<file path="src/rtl/watch_disp_pkg.sv">
// Shared definitions for the stopwatch display scanner: field select codes,
// snapshot FSM states, segment constants and the binary-to-decimal split.
package watch_disp_pkg;

    localparam logic [1:0] FIELD_SEC = 2'b00;
    localparam logic [1:0] FIELD_MIN = 2'b01;
    localparam logic [1:0] FIELD_HR  = 2'b10;

    typedef enum logic [2:0] {
        IDLE,
        RD_SEC,
        RD_MIN,
        RD_HR,
        VERIFY,
        COMMIT
    } state_t;

    // Active-low segment patterns, bit order {g,f,e,d,c,b,a}
    localparam logic [6:0] SEG_DASH = 7'h3F;
    localparam logic [6:0] SEG_OFF  = 7'h7F;

    localparam logic [3:0] DIGIT_DASH = 4'hF;
    localparam logic [5:0] FIELD_MAX  = 6'd59;

    // Split a 6-bit field into {tens, ones}; values above 59 become two dashes.
    function automatic logic [7:0] split_decimal(input logic [5:0] val);
        logic [3:0] tens;
        logic [3:0] ones;
        if (val > FIELD_MAX) begin
            tens = DIGIT_DASH;
            ones = DIGIT_DASH;
        end else begin
            if (val >= 6'd50)      tens = 4'd5;
            else if (val >= 6'd40) tens = 4'd4;
            else if (val >= 6'd30) tens = 4'd3;
            else if (val >= 6'd20) tens = 4'd2;
            else if (val >= 6'd10) tens = 4'd1;
            else                   tens = 4'd0;
            ones = 4'(val - 6'(tens) * 6'd10);
        end
        return {tens, ones};
    endfunction

endpackage

</file>
<file path="src/rtl/seg7_encode.sv">
// Combinational decimal digit to active-low 7-segment pattern.
// Codes 0-9 show the numeral; DIGIT_DASH (and any other code) shows a dash.
module seg7_encode
    import watch_disp_pkg::*;
(
    input  logic [3:0] digit,
    output logic [6:0] seg
);

    // Lookup of the segment pattern for the selected digit
    always_comb begin
        seg = SEG_DASH;
        case (digit)
            4'd0: seg = 7'h40;
            4'd1: seg = 7'h79;
            4'd2: seg = 7'h24;
            4'd3: seg = 7'h30;
            4'd4: seg = 7'h19;
            4'd5: seg = 7'h12;
            4'd6: seg = 7'h02;
            4'd7: seg = 7'h78;
            4'd8: seg = 7'h00;
            4'd9: seg = 7'h10;
            default: seg = SEG_DASH;
        endcase
    end

endmodule

</file>
<file path="src/rtl/watch_display_scan.sv">
// Six-digit multiplexed HH MM SS display driver for the stopwatch.
// Once per frame a snapshot FSM reads seconds, minutes and hours through the
// shared field-select port, re-reads seconds to detect a wrap during the
// read, and only then copies the three values into the display buffer.
module watch_display_scan
    import watch_disp_pkg::*;
#(
    parameter int REFRESH_DIV = 50000
) (
    input  logic       clk,
    input  logic       rst,
    input  logic       enable,
    output logic [1:0] field_sel,
    input  logic [5:0] field_val,
    output logic [6:0] seg,
    output logic [5:0] an,
    output logic       dp
);

    localparam int CW = (REFRESH_DIV > 1) ? $clog2(REFRESH_DIV) : 1;
    localparam logic [CW-1:0] CNT_LAST  = CW'(REFRESH_DIV - 1);
    localparam logic [2:0]    DIGIT_LAST = 3'd5;

    state_t        state;
    logic [5:0]    sec_cap, min_cap, hr_cap;
    logic [5:0]    buf_sec, buf_min, buf_hr;
    logic          valid;
    logic          en_q;
    logic [CW-1:0] refresh_cnt;
    logic [2:0]    digit;

    logic          terminal;
    logic          frame_wrap;
    logic [5:0]    cur_field;
    logic [7:0]    cur_split;
    logic [3:0]    cur_digit;
    logic [6:0]    seg_next;

    assign terminal   = (refresh_cnt == CNT_LAST);
    assign frame_wrap = valid && terminal && (digit == DIGIT_LAST);

    // Snapshot FSM: field reads, wrap check and atomic buffer commit
    always_ff @(posedge clk) begin
        if (rst) begin
            state     <= IDLE;
            field_sel <= FIELD_SEC;
            sec_cap   <= '0;
            min_cap   <= '0;
            hr_cap    <= '0;
            buf_sec   <= '0;
            buf_min   <= '0;
            buf_hr    <= '0;
            valid     <= 1'b0;
            en_q      <= 1'b0;
        end else if (!enable) begin
            // Buffer contents are kept, but nothing is shown until a new commit
            state     <= IDLE;
            field_sel <= FIELD_SEC;
            valid     <= 1'b0;
            en_q      <= 1'b0;
        end else begin
            en_q <= 1'b1;
            case (state)
                IDLE: begin
                    field_sel <= FIELD_SEC;
                    if (!en_q || frame_wrap) begin
                        state <= RD_SEC;
                    end
                end
                RD_SEC: begin
                    sec_cap   <= field_val;
                    field_sel <= FIELD_MIN;
                    state     <= RD_MIN;
                end
                RD_MIN: begin
                    min_cap   <= field_val;
                    field_sel <= FIELD_HR;
                    state     <= RD_HR;
                end
                RD_HR: begin
                    hr_cap    <= field_val;
                    field_sel <= FIELD_SEC;
                    state     <= VERIFY;
                end
                VERIFY: begin
                    // A smaller second count means seconds rolled over while
                    // minutes/hours were being read: the set may be torn.
                    field_sel <= FIELD_SEC;
                    if (field_val < sec_cap) begin
                        state <= RD_SEC;
                    end else begin
                        state <= COMMIT;
                    end
                end
                COMMIT: begin
                    buf_sec   <= sec_cap;
                    buf_min   <= min_cap;
                    buf_hr    <= hr_cap;
                    valid     <= 1'b1;
                    field_sel <= FIELD_SEC;
                    state     <= IDLE;
                end
                default: begin
                    field_sel <= FIELD_SEC;
                    state     <= IDLE;
                end
            endcase
        end
    end

    // Refresh divider and digit index; frozen at digit 0 until the buffer is valid
    always_ff @(posedge clk) begin
        if (rst || !enable || !valid) begin
            refresh_cnt <= '0;
            digit       <= '0;
        end else if (terminal) begin
            refresh_cnt <= '0;
            digit       <= (digit == DIGIT_LAST) ? 3'd0 : digit + 3'd1;
        end else begin
            refresh_cnt <= refresh_cnt + CW'(1);
        end
    end

    // Pick the buffered field and decimal position for the current digit
    always_comb begin
        cur_field = buf_hr;
        case (digit[2:1])
            2'd0:    cur_field = buf_sec;
            2'd1:    cur_field = buf_min;
            default: cur_field = buf_hr;
        endcase
        cur_split = split_decimal(cur_field);
        cur_digit = digit[0] ? cur_split[7:4] : cur_split[3:0];
    end

    seg7_encode u_seg7_encode (
        .digit (cur_digit),
        .seg   (seg_next)
    );

    // Registered display outputs, blanked while disabled or without a valid buffer
    always_ff @(posedge clk) begin
        if (rst || !enable || !valid) begin
            seg <= SEG_OFF;
            an  <= 6'h3F;
            dp  <= 1'b1;
        end else begin
            seg <= seg_next;
            an  <= ~(6'd1 << digit);
            dp  <= !((digit == 3'd2) || (digit == 3'd4));
        end
    end

endmodule

</file>
<file path="config.mk">
export PLATFORM = sky130hd
export DESIGN_NAME = watch_display_scan
export DESIGN_NICKNAME = d
export VERILOG_FILES = /design/src/rtl/watch_disp_pkg.sv /design/src/rtl/seg7_encode.sv /design/src/rtl/watch_display_scan.sv
export SDC_FILE = /design/constraint.sdc
export NUM_CORES = 1
export LEC_CHECK = 0
export BUFFER_PORTS_ARGS = -buffer_cell sky130_fd_sc_hd__buf_2
export CAP_MARGIN = 25
export CORE_MARGIN = 2
export CORE_UTILIZATION = 54
export DETAILED_ROUTE_END_ITERATION = 10
export GPL_ROUTABILITY_DRIVEN = 0
export PLACE_DENSITY = 0.76
export SETUP_SLACK_MARGIN = 0.3
export SLEW_MARGIN = 20
export SYNTH_ARGS = -nofsm -noshare
export SYNTH_HDL_FRONTEND = slang
export SYNTH_SLANG_ARGS = --single-unit
</file>
<file path="constraint.sdc">
create_clock -name clk -period 2.8 [get_ports clk]
set_input_delay 0.14 -clock clk [delete_from_list [all_inputs] [get_ports clk]]
set_output_delay 0.14 -clock clk [all_outputs]
set_load 0.005 [all_outputs]
</file>
======== Word level (Yosys, flattened, before mapping) ========
Memories as Yosys holds them, arrays and structs flattened. A register that Yosys moved wholly into a read port is not among the register bits.
Index checks and enable logic that the tools add are counted.
cells by class
  bitwise logic cells ..................... 2
  shifts and indexed selects .............. 1
  multiplexer cells ....................... 16
  add/sub/neg operators ................... 3
  equality and inequality tests ........... 11
  reduce and logical (&&, ||, !) cells .... 18
  multipliers ............................. 1
  $lt $le $gt $ge ......................... 7
operators with widths
  operator                                                                              number
  16-bit by 1-bit adder with 16-bit output (second input constant)                      1
  16-bit == test (second input constant)                                                1
  4-bit 2-to-1 mux                                                                      4
  3-bit 2-to-1 mux                                                                      5
  3-bit one-hot mux with 5 select lines                                                 1
  3-bit == test (second input constant)                                                 4
  6-bit by 5-bit greater-or-equal comparator with 1-bit output (second input constant)  2
  6-bit greater-or-equal comparator (second input constant)                             2
  6-bit one-hot mux with 2 select lines                                                 1
  3-bit by 2-bit == test with 1-bit output (second input constant)                      3
  2-bit AND reduction                                                                   4
  6-bit by 4-bit greater-or-equal comparator with 1-bit output (second input constant)  1
  6-bit greater-than comparator (second input constant)                                 1
  6-bit less-than comparator                                                            1
  6-bit NOT                                                                             1
  1-bit by 3-bit << shifter with 6-bit output (first input constant)                    1
  1-bit logical NOT                                                                     4
  1-bit logical OR                                                                      4
  4-bit by 3-bit multiplier with 3-bit output (second input constant)                   1
  2-bit 2-to-1 mux                                                                      2
  2-bit one-hot mux with 2 select lines                                                 1
  2-bit OR reduction                                                                    2
  4-bit subtractor                                                                      1
  3-bit by 1-bit adder with 3-bit output (second input constant)                        1
  other kinds (8)                                                                       10
storage, ports and cells
  input port bits ......................... 9
  word-level logic and storage cells ...... 74
  memories kept ........................... 1
  output and inout port bits .............. 16
  register bits ........................... 69
  bits in read-only memories .............. 112
memories
  memory           depth  width  rd ports  clocked after memory_dff  wr ports  RTL line           RTL
  (no name shown)  16     7      1         1                         0         seg7_encode.sv:13  case (digit)

======== Longest topological paths before layout ========
  word-level depth ........................ 13
  gate-level depth with buffers ........... 14
  mapped depth without buffers ............ 12

======== By module ========
Synthesis repeated with hierarchy kept, for this count alone.
second synthesis, totals
  cell total of the unflattened synthesis .. 388
  area total of the unflattened synthesis .. 3399.5 µm²
by module, submodules not included
  module              instances  cells an instance  sequential area each (µm²)  area each (µm²)
  watch_display_scan  1          355                1521.5                      3194.3
  seg7_encode         1          33                 0.0                         205.2

======== Worst setup path before layout ========
No wires, ideal clock.
  path kind ............................... reg-to-reg
  start ................................... register digit[1]
  end ..................................... register seg[5]
  slack ................................... -0.120 ns
  data required time ...................... 2.722 ns
  library setup time ...................... 0.078 ns
  path buffers ............................ 1
  clock period less this slack ............ 2.920 ns
  cell stages (with the launch flop) ...... 13
  arrival time ............................ 2.842 ns
  cells stage by stage .................... dfxtp_1 buf_6 mux2_2 mux2i_4 a21oi_1 o2111ai_1 nand2_1 ha_1 fa_1 nor4_2 o31ai_4 nand2b_1 a32oi_1
between the ends
  longest elaborated chain between the ends .. 13
  elaborated cells on any way between the ends .. 20
  classes of those cells .................. add/sub (1); mul (1); order compare (6); eq/ne (1); mux (10); reduce/logical (1)
ends and longest elaborated chain
  what                                                                           RTL line                   RTL
  start, declared                                                                watch_display_scan.sv:30   logic [2:0] digit;
  start signal, assigned                                                         watch_display_scan.sv:118  digit <= (digit == DIGIT_LAST) ? 3'd0 : digit + 3'd1;
  2-bit by 1-bit == test with 1-bit output or 2-bit logical NOT (tied branches)  watch_display_scan.sv:127  case (digit[2:1])
  6-bit one-hot mux with 2 select lines *                                        watch_display_scan.sv:127
  6-bit by 4-bit greater-or-equal comparator with 1-bit output                   watch_disp_pkg.sv:37       else if (val >= 6'd10) tens = 4'd1;
  1-bit 2-to-1 mux                                                               watch_disp_pkg.sv:37
  2-bit 2-to-1 mux                                                               watch_disp_pkg.sv:36       else if (val >= 6'd20) tens = 4'd2;
  2-bit 2-to-1 mux                                                               watch_disp_pkg.sv:35       else if (val >= 6'd30) tens = 4'd3;
  3-bit 2-to-1 mux                                                               watch_disp_pkg.sv:34       else if (val >= 6'd40) tens = 4'd4;
  3-bit 2-to-1 mux                                                               watch_disp_pkg.sv:33       if (val >= 6'd50) tens = 4'd5;
  4-bit 2-to-1 mux                                                               watch_disp_pkg.sv:29       if (val > FIELD_MAX) begin
  4-bit by 3-bit multiplier with 3-bit output                                    watch_disp_pkg.sv:39       ones = 4'(val - 6'(tens) * 6'd10);
  4-bit subtractor                                                               watch_disp_pkg.sv:39
  4-bit 2-to-1 mux                                                               watch_disp_pkg.sv:29
  4-bit 2-to-1 mux *                                                             watch_display_scan.sv:133  cur_digit = digit[0] ? cur_split[7:4] : cur_split[3:0];
  end, declared                                                                  watch_display_scan.sv:15   output logic [6:0] seg,
Every way passes the cells marked *; elsewhere a longest branch is shown, timed or not. The select of a mux whose other input is x is not followed.
A chain may end at the register's enable or synchronous reset.

======== Worst setup path after layout ========
  start ................................... register digit[1]
  end ..................................... register seg[0]
The elaborated chain is that of the path after synthesis.

==> results.md <==
* Avg WL per Cell at ~13 um
* CP startpoint kind: register
* Synth Area in Compound Gates at 0.139
* Mapped Area at around 3400 sq um
* Worst reg-to-reg setup slack at a little over 30 ps
* Met2 Resource Use GR at 0.300
* Routed WL at 6.29 mm
* Post-synthesis mux area share at 0.0886
* EDFF count, synth at 0
* GR Layer Usage met1 at 0.250
* Worst-path maximum fanout at 7
* HP Class: in2reg
* Io pins at 25
* Total global routing overflow at 0
* Slew HR at 0.529
* Xor/xnor share of the synthesized area at 0.0331
* Post-Synth Simple-Gate Area at 0.207
* Synth Area in Adders at 0.0463
* Max VDD drop at around 0.37 mV
* HPWL Detailed at around 4.4 mm
* Synth top area share at 0.447
* GRT Resource Usage Total at 0.193
* Post-Route Skew at 8.24 ps
* Final Hold Viols at 0
* Reg-to-reg startpoint: digit[1]
* Setup slack after layout at between 30 and 40 ps
* CTS tree: done
* Antenna violations before repair at 0
* CTS max path bufs at 2
* Pre-CTS WS at -97.8 ps
* Main flop type after synthesis: dfxtp_1
* Yosys warns at 0
* Vias in the first global route at roughly 2400
* Clk_lat worst skew at roughly 350 ps
* Chip height at about 83 um
* Slew Viols, Final at 0
* Count of different cell masters after synthesis at 56
* Drc violations at 0
* Mapped Cells at between 300 and 400
* Cell taking the most area after synthesis: dfxtp_1
* Largest net degree at the start of global routing at between 40 and 50
* Async S/R FF share, synth at 0
* Row count at 28
* P_leak at 1.46 nW
* Via/cell ratio at 5.35
* Synth Area per Inst at around 9.0 sq um
* Worst Max-Slew Pin Slew at 707 ps
* H-tree levels at 3
* #FFs+latches synth at between 70 and 80
* Crit path capture type: register
* ANT cells at 0
* FF-to-FF path depth at 11
* Power density over the cells at approximately 500 nW/um^2
* Kind of critical path: reg2reg
* CORE AREA at 5990 sq um
* Reg2reg end: seg[0]
* Crit path arrival time at just under 3000 ps
* Clock transition at path regs at ~80 ps
* Port bufs at 24
* Period minus WS final at around 2800 ps
* CTS sink cnt at 76
* Final period utilization at 0.989
* Synthesized Nets at 400
* Share of cells above drive strength 1 at 0.209
* Die width at around 83 um
* Hold path cells at 3
* Initial Utilization at 0.568
* Layout area overhead at 16.8%
* First-pass GRT wire length at roughly 11 mm
* GRT Max-Usage Layer: met2
* Final Hold Slack at approximately 72 ps
* # nets final at 442
* 1st-iter DRT viols at 83
* Max-cap violations at 0
* Pre-Repair DR Iteration Count at 4
* Setup violations, final at 0
* RSZ-0062 raised after global routing: yes
* Main combinational cell family by area after synthesis: simple AND/OR/NAND/NOR gates
* Hold Crit Start: field_val[0]
* WP data required at 3010 ps
* Register area share after synthesis at 0.447
* Global Route met3 Usage at 0.0636
* FILL cells at 492
* Full die area at slightly below 7000 sq um
* Max Fclk at around 360 MHz
* Vias at between 2000 and 3000
* Antenna-violating nets left at 0
* CTS Root Cell: clkbuf_8
* TritonCTS Buffers at 9
* Outcome: completed
* Worst Hold Path EP: min_cap[0]
* Synth area leaders: dfxtp_1 (45%), nand2_1 (7.2%), mux2i_1 (6.5%), nor2_1 (4.7%), a21oi_1 (4.4%)
[how the worst max path moves through the flow]
| stage | start | to |
|---|---|---|
| after global placement | digit[1] | seg[0] |
| after global routing | digit[1] | seg[3] |
| after detailed placement | digit[1] | seg[0] |
| final | digit[1] | seg[0] |
| after floorplan | digit[1] | seg[0] |
| after CTS | digit[1] | seg[0] |
[where the power goes]
part | total (mW) | switching (mW) | internal (mW)
Combinational | 0.0480 | 0.0283 | 0.0198
Sequential | 1.09 | 0.00501 | 1.09
Clock | 0.901 | 0.397 | 0.503
Total | 2.04 | 0.431 | 1.61
[final cells by class]
type	count	area, sq um	area share
clock buffer	12	135	0.0340
multi-input combinational	276	1800	0.454
tap	75	93.8	0.0236
sequential	76	1530	0.384
timing repair buffer	47	300	0.0756
inverter	11	41.3	0.0104
clock inverter	4	73.8	0.0186
[Yosys cell counts (4+ instances only)]
cell type   n
inv_1      10
nand3_1     9
dfxtp_1    76
o21ai_0     8
and3_1      4
a21o_1      4
nand2_1    65
mux2i_1    22
or3_1       6
xor2_1      7
clkbuf_1    9
xnor2_1     4
nor2_1     43
a21oi_1    30
nor3_1      7
o2111ai_1   4
o211ai_1    5
nor2b_1     4
ha_1       11
[kinds of logic after synthesis]
family          Yosys count
compound gates           69
xor+xnor                 12
buf+inv                  27
simple gates            156
mux                      27
fa+ha+maj                12
flops                    76
[state kept, by name, indices dropped and copies added, names as in the netlist]
signal       count
buf_min          6
field_sel        2
an               6
buf_hr           6
buf_sec          6
dp               1
hr_cap           6
en_q             1
state            3
seg              7
sec_cap          6
min_cap          6
valid            1
refresh_cnt     16
digit            3
[critical path: stages, from the launching register on]
cell and delay, ps:
dfxtp_4 400, mux2_4 320, mux2i_4 190, a21oi_2 90
o2111ai_2 230, nand2_1 90, ha_2 180, fa_2 350
o31a_1 140, o31ai_4 360, nand2b_4 200, o2111ai_1 100
[metal layers]
metal	share of wire	vias up
met2	0.44	35
met4	0.021	0
met3	0.037	13
li1	-	1392
met5	0	-
met1	0.50	1242
[placed cells by master (no fill, tap or decap), types with 5 or more instances in the layout]
| cell type | n |
|---|---|
| clkbuf_8 | 9 |
| o21ai_0 | 8 |
| o211ai_1 | 5 |
| inv_1 | 10 |
| buf_2 | 24 |
| ha_1 | 10 |
| mux2i_1 | 22 |
| or3_1 | 6 |
| nor2_1 | 43 |
| nand2_1 | 64 |
| xor2_1 | 7 |
| nor3_1 | 7 |
| buf_4 | 21 |
| nand3_1 | 9 |
| a21oi_1 | 29 |
| dfxtp_1 | 74 |
[per-stage QoR]
step	instances	area (sq um)	setup TNS (ps)	total power, mW	utilization
floorplan	379	3430	-24.8	1.15	-
global placement	481	3700	0	1.16	0.617
detailed placement	481	3700	-498	1.16	0.617
CTS	500	3960	0	2.06	0.661
global route	501	3970	-759	2.11	0.663
finish	501	3970	0	2.04	0.663
[timing repair]
item / in CTS / in global routing
hold buffers: 0 / 0
endpoints found under the hold margin: 0 / 0
cloned: 0 / 0
pin swaps: 4 / 8
setup endpoints to repair: 7 / 7
setup buffers: 3 / 1
resized for setup: 8 / 3
Note: power is estimated with default switching activity, not from simulation.
